<file path="src/rtl/piton_reset_seq.sv">
// Reset sequencer for the OpenPiton shell: releases the chipset once memory is
// calibrated, then the tile array unless the host holds the cores in reset.
module piton_reset_seq #(
  parameter int RST_HOLD_CYCLES    = 64,
  parameter int CHIP_DELAY_CYCLES  = 32,
  parameter int SYNC_STAGES        = 2,
  parameter int STABLE_CYCLES      = 16,
  parameter int MEM_TIMEOUT_CYCLES = 1048576
) (
  input  logic       sys_clk,
  input  logic       sys_rst_n,
  input  logic [4:0] pcie_gpio,
  input  logic       mem_ready,
  output logic       chipset_rst_n,
  output logic       chip_rst_n,
  output logic [2:0] seq_state,
  output logic       mem_timeout,
  output logic [7:0] rst_count
);

  // state       | meaning
  // S_RST       | both resets asserted, hold timer running
  // S_WAIT_MEM  | both resets asserted, waiting for memory calibration
  // S_CHIPSET   | chipset released, chip held for the release delay
  // S_HOLD      | chipset released, chip held by host core-hold
  // S_RUN       | both resets released
  typedef enum logic [2:0] {
    S_RST      = 3'd0,
    S_WAIT_MEM = 3'd1,
    S_CHIPSET  = 3'd2,
    S_HOLD     = 3'd3,
    S_RUN      = 3'd4
  } state_t;

  localparam int HOLD_W = $clog2(RST_HOLD_CYCLES + 1);
  localparam int CHIP_W = $clog2(CHIP_DELAY_CYCLES + 1);
  localparam int TMO_W  = $clog2(MEM_TIMEOUT_CYCLES + 1);
  localparam int DEB_W  = $clog2(STABLE_CYCLES + 1);

  logic [2:0]        r_sync [SYNC_STAGES];
  logic [2:0]        w_sync;
  logic              w_mem_rdy;
  logic [1:0]        r_deb;
  logic [DEB_W-1:0]  r_deb_cnt [2];
  logic              r_deb0_d;
  logic              w_soft_req;
  logic              w_unused_gpio;

  state_t            r_state;
  state_t            w_next;
  logic              w_entry;
  logic [HOLD_W-1:0] r_hold_cnt;
  logic [CHIP_W-1:0] r_chip_cnt;
  logic [TMO_W-1:0]  r_tmo_cnt;
  logic              r_mem_timeout;
  logic [7:0]        r_rst_count;
  logic              r_chipset_rst_n;
  logic              r_chip_rst_n;

  assign w_unused_gpio = ^pcie_gpio[4:2];

  // Synchronizer chain carries {mem_ready, core_hold, soft_reset}.
  always_ff @(posedge sys_clk or negedge sys_rst_n) begin
    if (!sys_rst_n) begin
      for (int i = 0; i < SYNC_STAGES; i++) r_sync[i] <= 3'b000;
    end else begin
      r_sync[0] <= {mem_ready, pcie_gpio[1:0]};
      for (int i = 1; i < SYNC_STAGES; i++) r_sync[i] <= r_sync[i-1];
    end
  end

  assign w_sync    = r_sync[SYNC_STAGES-1];
  assign w_mem_rdy = w_sync[2];

  always_ff @(posedge sys_clk or negedge sys_rst_n) begin
    if (!sys_rst_n) begin
      r_deb     <= 2'b00;
      r_deb0_d  <= 1'b0;
      for (int b = 0; b < 2; b++) r_deb_cnt[b] <= '0;
    end else begin
      r_deb0_d <= r_deb[0];
      for (int b = 0; b < 2; b++) begin
        if (w_sync[b] == r_deb[b]) begin
          r_deb_cnt[b] <= '0;
        end else if (r_deb_cnt[b] == DEB_W'(STABLE_CYCLES - 1)) begin
          r_deb[b]     <= w_sync[b];
          r_deb_cnt[b] <= '0;
        end else begin
          r_deb_cnt[b] <= r_deb_cnt[b] + 1'b1;
        end
      end
    end
  end

  assign w_soft_req = r_deb[0] & ~r_deb0_d;

  always_comb begin
    w_next = r_state;
    if (w_soft_req) begin
      w_next = S_RST;
    end else begin
      case (r_state)
        S_RST:      if (r_hold_cnt == HOLD_W'(RST_HOLD_CYCLES) && !r_deb[0]) w_next = S_WAIT_MEM;
        S_WAIT_MEM: if (w_mem_rdy) w_next = S_CHIPSET;
        S_CHIPSET: begin
          if (!w_mem_rdy) w_next = S_RST;
          else if (r_chip_cnt == CHIP_W'(CHIP_DELAY_CYCLES - 1)) w_next = r_deb[1] ? S_HOLD : S_RUN;
        end
        S_HOLD:     if (!w_mem_rdy) w_next = S_RST; else if (!r_deb[1]) w_next = S_RUN;
        S_RUN:      if (!w_mem_rdy) w_next = S_RST; else if (r_deb[1]) w_next = S_HOLD;
        default:    w_next = S_RST;
      endcase
    end
  end

  // A soft request while already in S_RST is a fresh entry and restarts the hold.
  assign w_entry = (w_next != r_state) || w_soft_req;

  always_ff @(posedge sys_clk or negedge sys_rst_n) begin
    if (!sys_rst_n) begin
      r_state         <= S_RST;
      r_hold_cnt      <= '0;
      r_chip_cnt      <= '0;
      r_tmo_cnt       <= '0;
      r_mem_timeout   <= 1'b0;
      r_rst_count     <= 8'd0;
      r_chipset_rst_n <= 1'b0;
      r_chip_rst_n    <= 1'b0;
    end else begin
      r_state         <= w_next;
      r_chipset_rst_n <= (w_next inside {S_CHIPSET, S_HOLD, S_RUN});
      r_chip_rst_n    <= (w_next == S_RUN);
      if (w_entry) begin
        r_hold_cnt <= '0;
        r_chip_cnt <= '0;
        r_tmo_cnt  <= '0;
      end else begin
        if (r_state == S_RST && r_hold_cnt != HOLD_W'(RST_HOLD_CYCLES))
          r_hold_cnt <= r_hold_cnt + 1'b1;
        if (r_state == S_CHIPSET && r_chip_cnt != CHIP_W'(CHIP_DELAY_CYCLES))
          r_chip_cnt <= r_chip_cnt + 1'b1;
        if (r_state == S_WAIT_MEM && r_tmo_cnt != TMO_W'(MEM_TIMEOUT_CYCLES))
          r_tmo_cnt <= r_tmo_cnt + 1'b1;
      end
      if (w_soft_req) begin
        r_mem_timeout <= 1'b0;
        if (r_rst_count != 8'hFF) r_rst_count <= r_rst_count + 1'b1;
      end else if (r_state == S_WAIT_MEM && r_tmo_cnt == TMO_W'(MEM_TIMEOUT_CYCLES - 1)) begin
        r_mem_timeout <= 1'b1;
      end
    end
  end

  assign chipset_rst_n = r_chipset_rst_n;
  assign chip_rst_n    = r_chip_rst_n;
  assign seq_state     = r_state;
  assign mem_timeout   = r_mem_timeout;
  assign rst_count     = r_rst_count;

endmodule

</file>
<file path="config.mk">
export PLATFORM = sky130hd
export DESIGN_NAME = piton_reset_seq
export DESIGN_NICKNAME = d
export VERILOG_FILES = /design/src/rtl/piton_reset_seq.sv
export SDC_FILE = /design/constraint.sdc
export NUM_CORES = 1
export LEC_CHECK = 0
export BUFFER_PORTS_ARGS = -buffer_cell sky130_fd_sc_hd__buf_4
export CORE_MARGIN = 2
export CORE_UTILIZATION = 45
export DETAILED_ROUTE_END_ITERATION = 6
export SLEW_MARGIN = 20
export SYNTH_ARGS = -nofsm -noshare
export SYNTH_HDL_FRONTEND = slang
export SYNTH_SLANG_ARGS = --single-unit
export TNS_END_PERCENT = 10
</file>
<file path="constraint.sdc">
create_clock -name sys_clk -period 1.8 [get_ports sys_clk]
set_clock_uncertainty 0.15 [all_clocks]
set_input_delay 0 -clock sys_clk [delete_from_list [all_inputs] [get_ports sys_clk]]
set_output_delay 0 -clock sys_clk [all_outputs]
set_load 0.05 [all_outputs]
</file>
==> impl_metrics.env <==
export IMPL_synth_top_area_frac=0.505
export IMPL_num_io_pins=22
export IMPL_worstRegToRegCells=8
export IMPL_hold_viol=0
export IMPL_antennaDiodeCount=0
export IMPL_drc=0
export IMPL_crit_start="seq_state[1]"
export IMPL_fmax_mhz=509
export IMPL_cts_tree="yes"
export IMPL_grt_pass1_vias=2590
export IMPL_drive_above_1_share=0.413
export IMPL_wirelength_mm=8.14
export IMPL_hpwl_mm=4.71
export IMPL_cp_end_kind="flop"
export IMPL_wl_per_cell_um=15.9
export IMPL_critPathMaxStageDelay_ns=0.47
export IMPL_combPwrFrac=0.166
export IMPL_crit_chain="buf_6 > nor3b_4 > buf_4 > nand3_2 > buf_4 > buf_4 > xor2_1 > a21oi_2"
export IMPL_dr_pass1_iters=4
export IMPL_clkTransAtPathRegs_ns=0.07
export IMPL_cap_violations=0
export IMPL_critPathMaxFanout=6
export IMPL_clockPowerShare=0.342
export IMPL_num_rows=31
export IMPL_fillCellCount=598
export IMPL_p_int_mw=2.54
export IMPL_crit_top_cell="buf_4"
export IMPL_clock_sinks=67
export IMPL_netlist_instances=313
export IMPL_worst_path_buf_inv=4
export IMPL_ys_ff_latch=67
export IMPL_setup_viol=35
export IMPL_seq_power_share=0.492
export IMPL_grt_setup_unrepaired="yes"
export IMPL_multi_input_area_um2=1830
export IMPL_fin_hold_ws_ns=0.00942
export IMPL_min_path_type="in -> async"
export IMPL_power_density_nw_per_um2=733
export IMPL_critPathSlowestCell="dfrtp_2"
export IMPL_insertion_delay_ns=0.33
export IMPL_cts_root_buf="clkbuf_8"
export IMPL_vias=2742
export IMPL_drtIter0Drc=82
export IMPL_violations="negative setup slack"
export IMPL_grt_max_degree=43
export IMPL_p_leak_nw=2.16
export IMPL_crit_type="reg -> reg"
export IMPL_tightest_slew_ns=0.392
export IMPL_cts_buffers=9
export IMPL_die_area_um2=8090
export IMPL_period_minus_slack_ns=1.97
export IMPL_synth_top_area_cell="dfrtp_1"
export IMPL_yosys_top_cells_area="dfrtp_1 50%, xor2_1 6.3%, a21oi_1 5.3%"
export IMPL_relSlewSlack=0.735
export IMPL_post_route_util=0.656
export IMPL_cts_max_path_buffers=2
export IMPL_rr_startpoint="seq_state[1]"
export IMPL_start_util=0.460
export IMPL_synth_seq_area_share=0.505
export IMPL_die_x_um=89.9
export IMPL_switchingPower_mw=0.927
export IMPL_final_cell_mix="75 x buf_4, 63 x dfrtp_1, 24 x xor2_1"
export IMPL_cpLargestDelayFamily="buffers and inverters"
export IMPL_antenna_found_initial=0
export IMPL_via_per_inst=5.37
export IMPL_post_place_ws_ns=-0.226
export IMPL_reg2reg_to="r_tmo_cnt[7]"
export IMPL_postSynthAreaPerCell_um2=10.6
export IMPL_synth_edf_count=0
export IMPL_min_period_over_period=1.09
export IMPL_yosysWarnings=0
export IMPL_place_congestion=0.791
export IMPL_ir_worst_vdd_mv=0.517
export IMPL_overflow=0
export IMPL_grt_first_pass_wirelength_mm=12.2
export IMPL_drv_slew=0
export IMPL_synth_nets=330
export IMPL_postLayoutSetupSlackWorst_ns=-0.165
export IMPL_ys_async_sr_fraction=1.00
export IMPL_drtAntennaViolNets=0
export IMPL_cp_required_ns=1.87
export IMPL_seq_area_um2=1680
export IMPL_htree_levels=3
export IMPL_grt_usage=0.186
export IMPL_final_nets=425
export IMPL_fp_coreArea_um2=7210
export IMPL_syn_to_final_growth_pct=42.4
export IMPL_dieHeight_um=89.9
export IMPL_start_kind="flop"
export IMPL_port_buffers=18
export IMPL_status="finished, violations left"
export IMPL_yosysUniqueCellTypes=50
export IMPL_switching_share=0.267
export IMPL_worstPathArrival_ns=2.03
export IMPL_syn_area_um2=3320
export IMPL_mostFrequentLayoutCell="buf_4"
export IMPL_ys_flop_type="dfrtp_1"
export IMPL_r2r_slack_ns=-0.17
[cells by family after synthesis]
kind of cell	Yosys count	share of synthesized area
and+or+nand+nor	115	0.200
DFF	67	0.505
AOI/OAI and AO/OA	56	0.103
xor gates and xnor gates	42	0.111
buffers and inverters	20	0.0339
adders and majority gates	9	0.0339
muxes	4	0.0132
[cell usage after synthesis, drive strengths merged (2+ instances only)]
cell / number
a21oi: 36
a22oi: 2
and2: 7
and3: 7
and4: 6
buf: 11
dfrtp: 67
ha: 9
inv: 8
mux2: 3
nand2: 16
nand2b: 3
nand3: 14
nand4: 15
nor2: 17
nor2b: 3
nor3: 8
nor3b: 2
nor4: 5
nor4b: 3
o2111ai: 2
o21a: 2
o21ai: 4
o31ai: 2
or2: 3
xnor2: 18
xor2: 24
[worst max path at each step]
stage                    endpoint  slack [ns]  depth (start not counted)
floorplan           r_tmo_cnt[18]       -0.25                          5
global placement    r_tmo_cnt[18]       -0.18                          8
detailed placement  r_tmo_cnt[18]       -0.23                          8
CTS                 r_tmo_cnt[18]       -0.12                          7
global route         r_tmo_cnt[7]       -0.21                          8
finish               r_tmo_cnt[7]       -0.17                          8
[registers in the layout (all words and copies together) (netlist names)]
| register | flops |
|---|---|
| r_hold_cnt | 7 |
| r_deb0_d | 1 |
| seq_state | 3 |
| r_chip_cnt | 6 |
| r_tmo_cnt | 21 |
| r_deb | 2 |
| r_sync | 3 |
| chipset_rst_n | 1 |
| rst_count | 8 |
| chip_rst_n | 1 |
| r_deb_cnt | 10 |
| w_sync | 3 |
| mem_timeout | 1 |
[worst reg2reg max path, stage by stage, from the launching register on]
cell	delay, ns
dfrtp_2	0.47
buf_6	0.15
nor3b_4	0.23
buf_4	0.16
nand3_2	0.13
buf_4	0.18
buf_4	0.12
xor2_1	0.21
a21oi_2	0.05
[power groups by stage]
stage                     registers, mW  logic (mW)  clock network, mW
after floorplan                    1.71       0.248                  0
after global placement             1.72       0.399                  0
after detailed placement           1.72       0.410                  0
after CTS                          1.70       0.480               1.21
after global routing               1.72       0.630               1.28
final                              1.70       0.576               1.19
[timing repair]
action,CTS,global route
gates cloned,1,4
resized for setup,29,48
hold endpoints to repair,70,0
hold buffers,5,0
pin swaps,9,16
endpoints found under the setup margin,35,37
setup buffers,9,5
[final cells by class]
type,instances,area share
clock buffer,12,0.0286
clock inverter,3,0.00846
inverter,8,0.00635
multi-input combinational,226,0.388
sequential,67,0.355
tap,99,0.0262
timing repair buffer,96,0.187
[routing by layer]
layer	GRT usage	wire, µm
met5	0	0
met4	0.0423	48
met3	0.0419	264
met2	0.293	3990
met1	0.264	3830
[metrics by stage]
stage / std cells / cell area, µm² / total power, mW / setup TNS, ns
final: 511 / 4730 / 3.47 / -3.75
after global routing: 511 / 4730 / 3.63 / -5.60
after CTS: 502 / 4410 / 3.39 / -2.73
after detailed placement: 472 / 3950 / 2.13 / -5.87
after global placement: 472 / 3950 / 2.12 / -4.55
after floorplan: 313 / 3340 / 1.96 / -8.35
(Power assumes the default switching activity.)
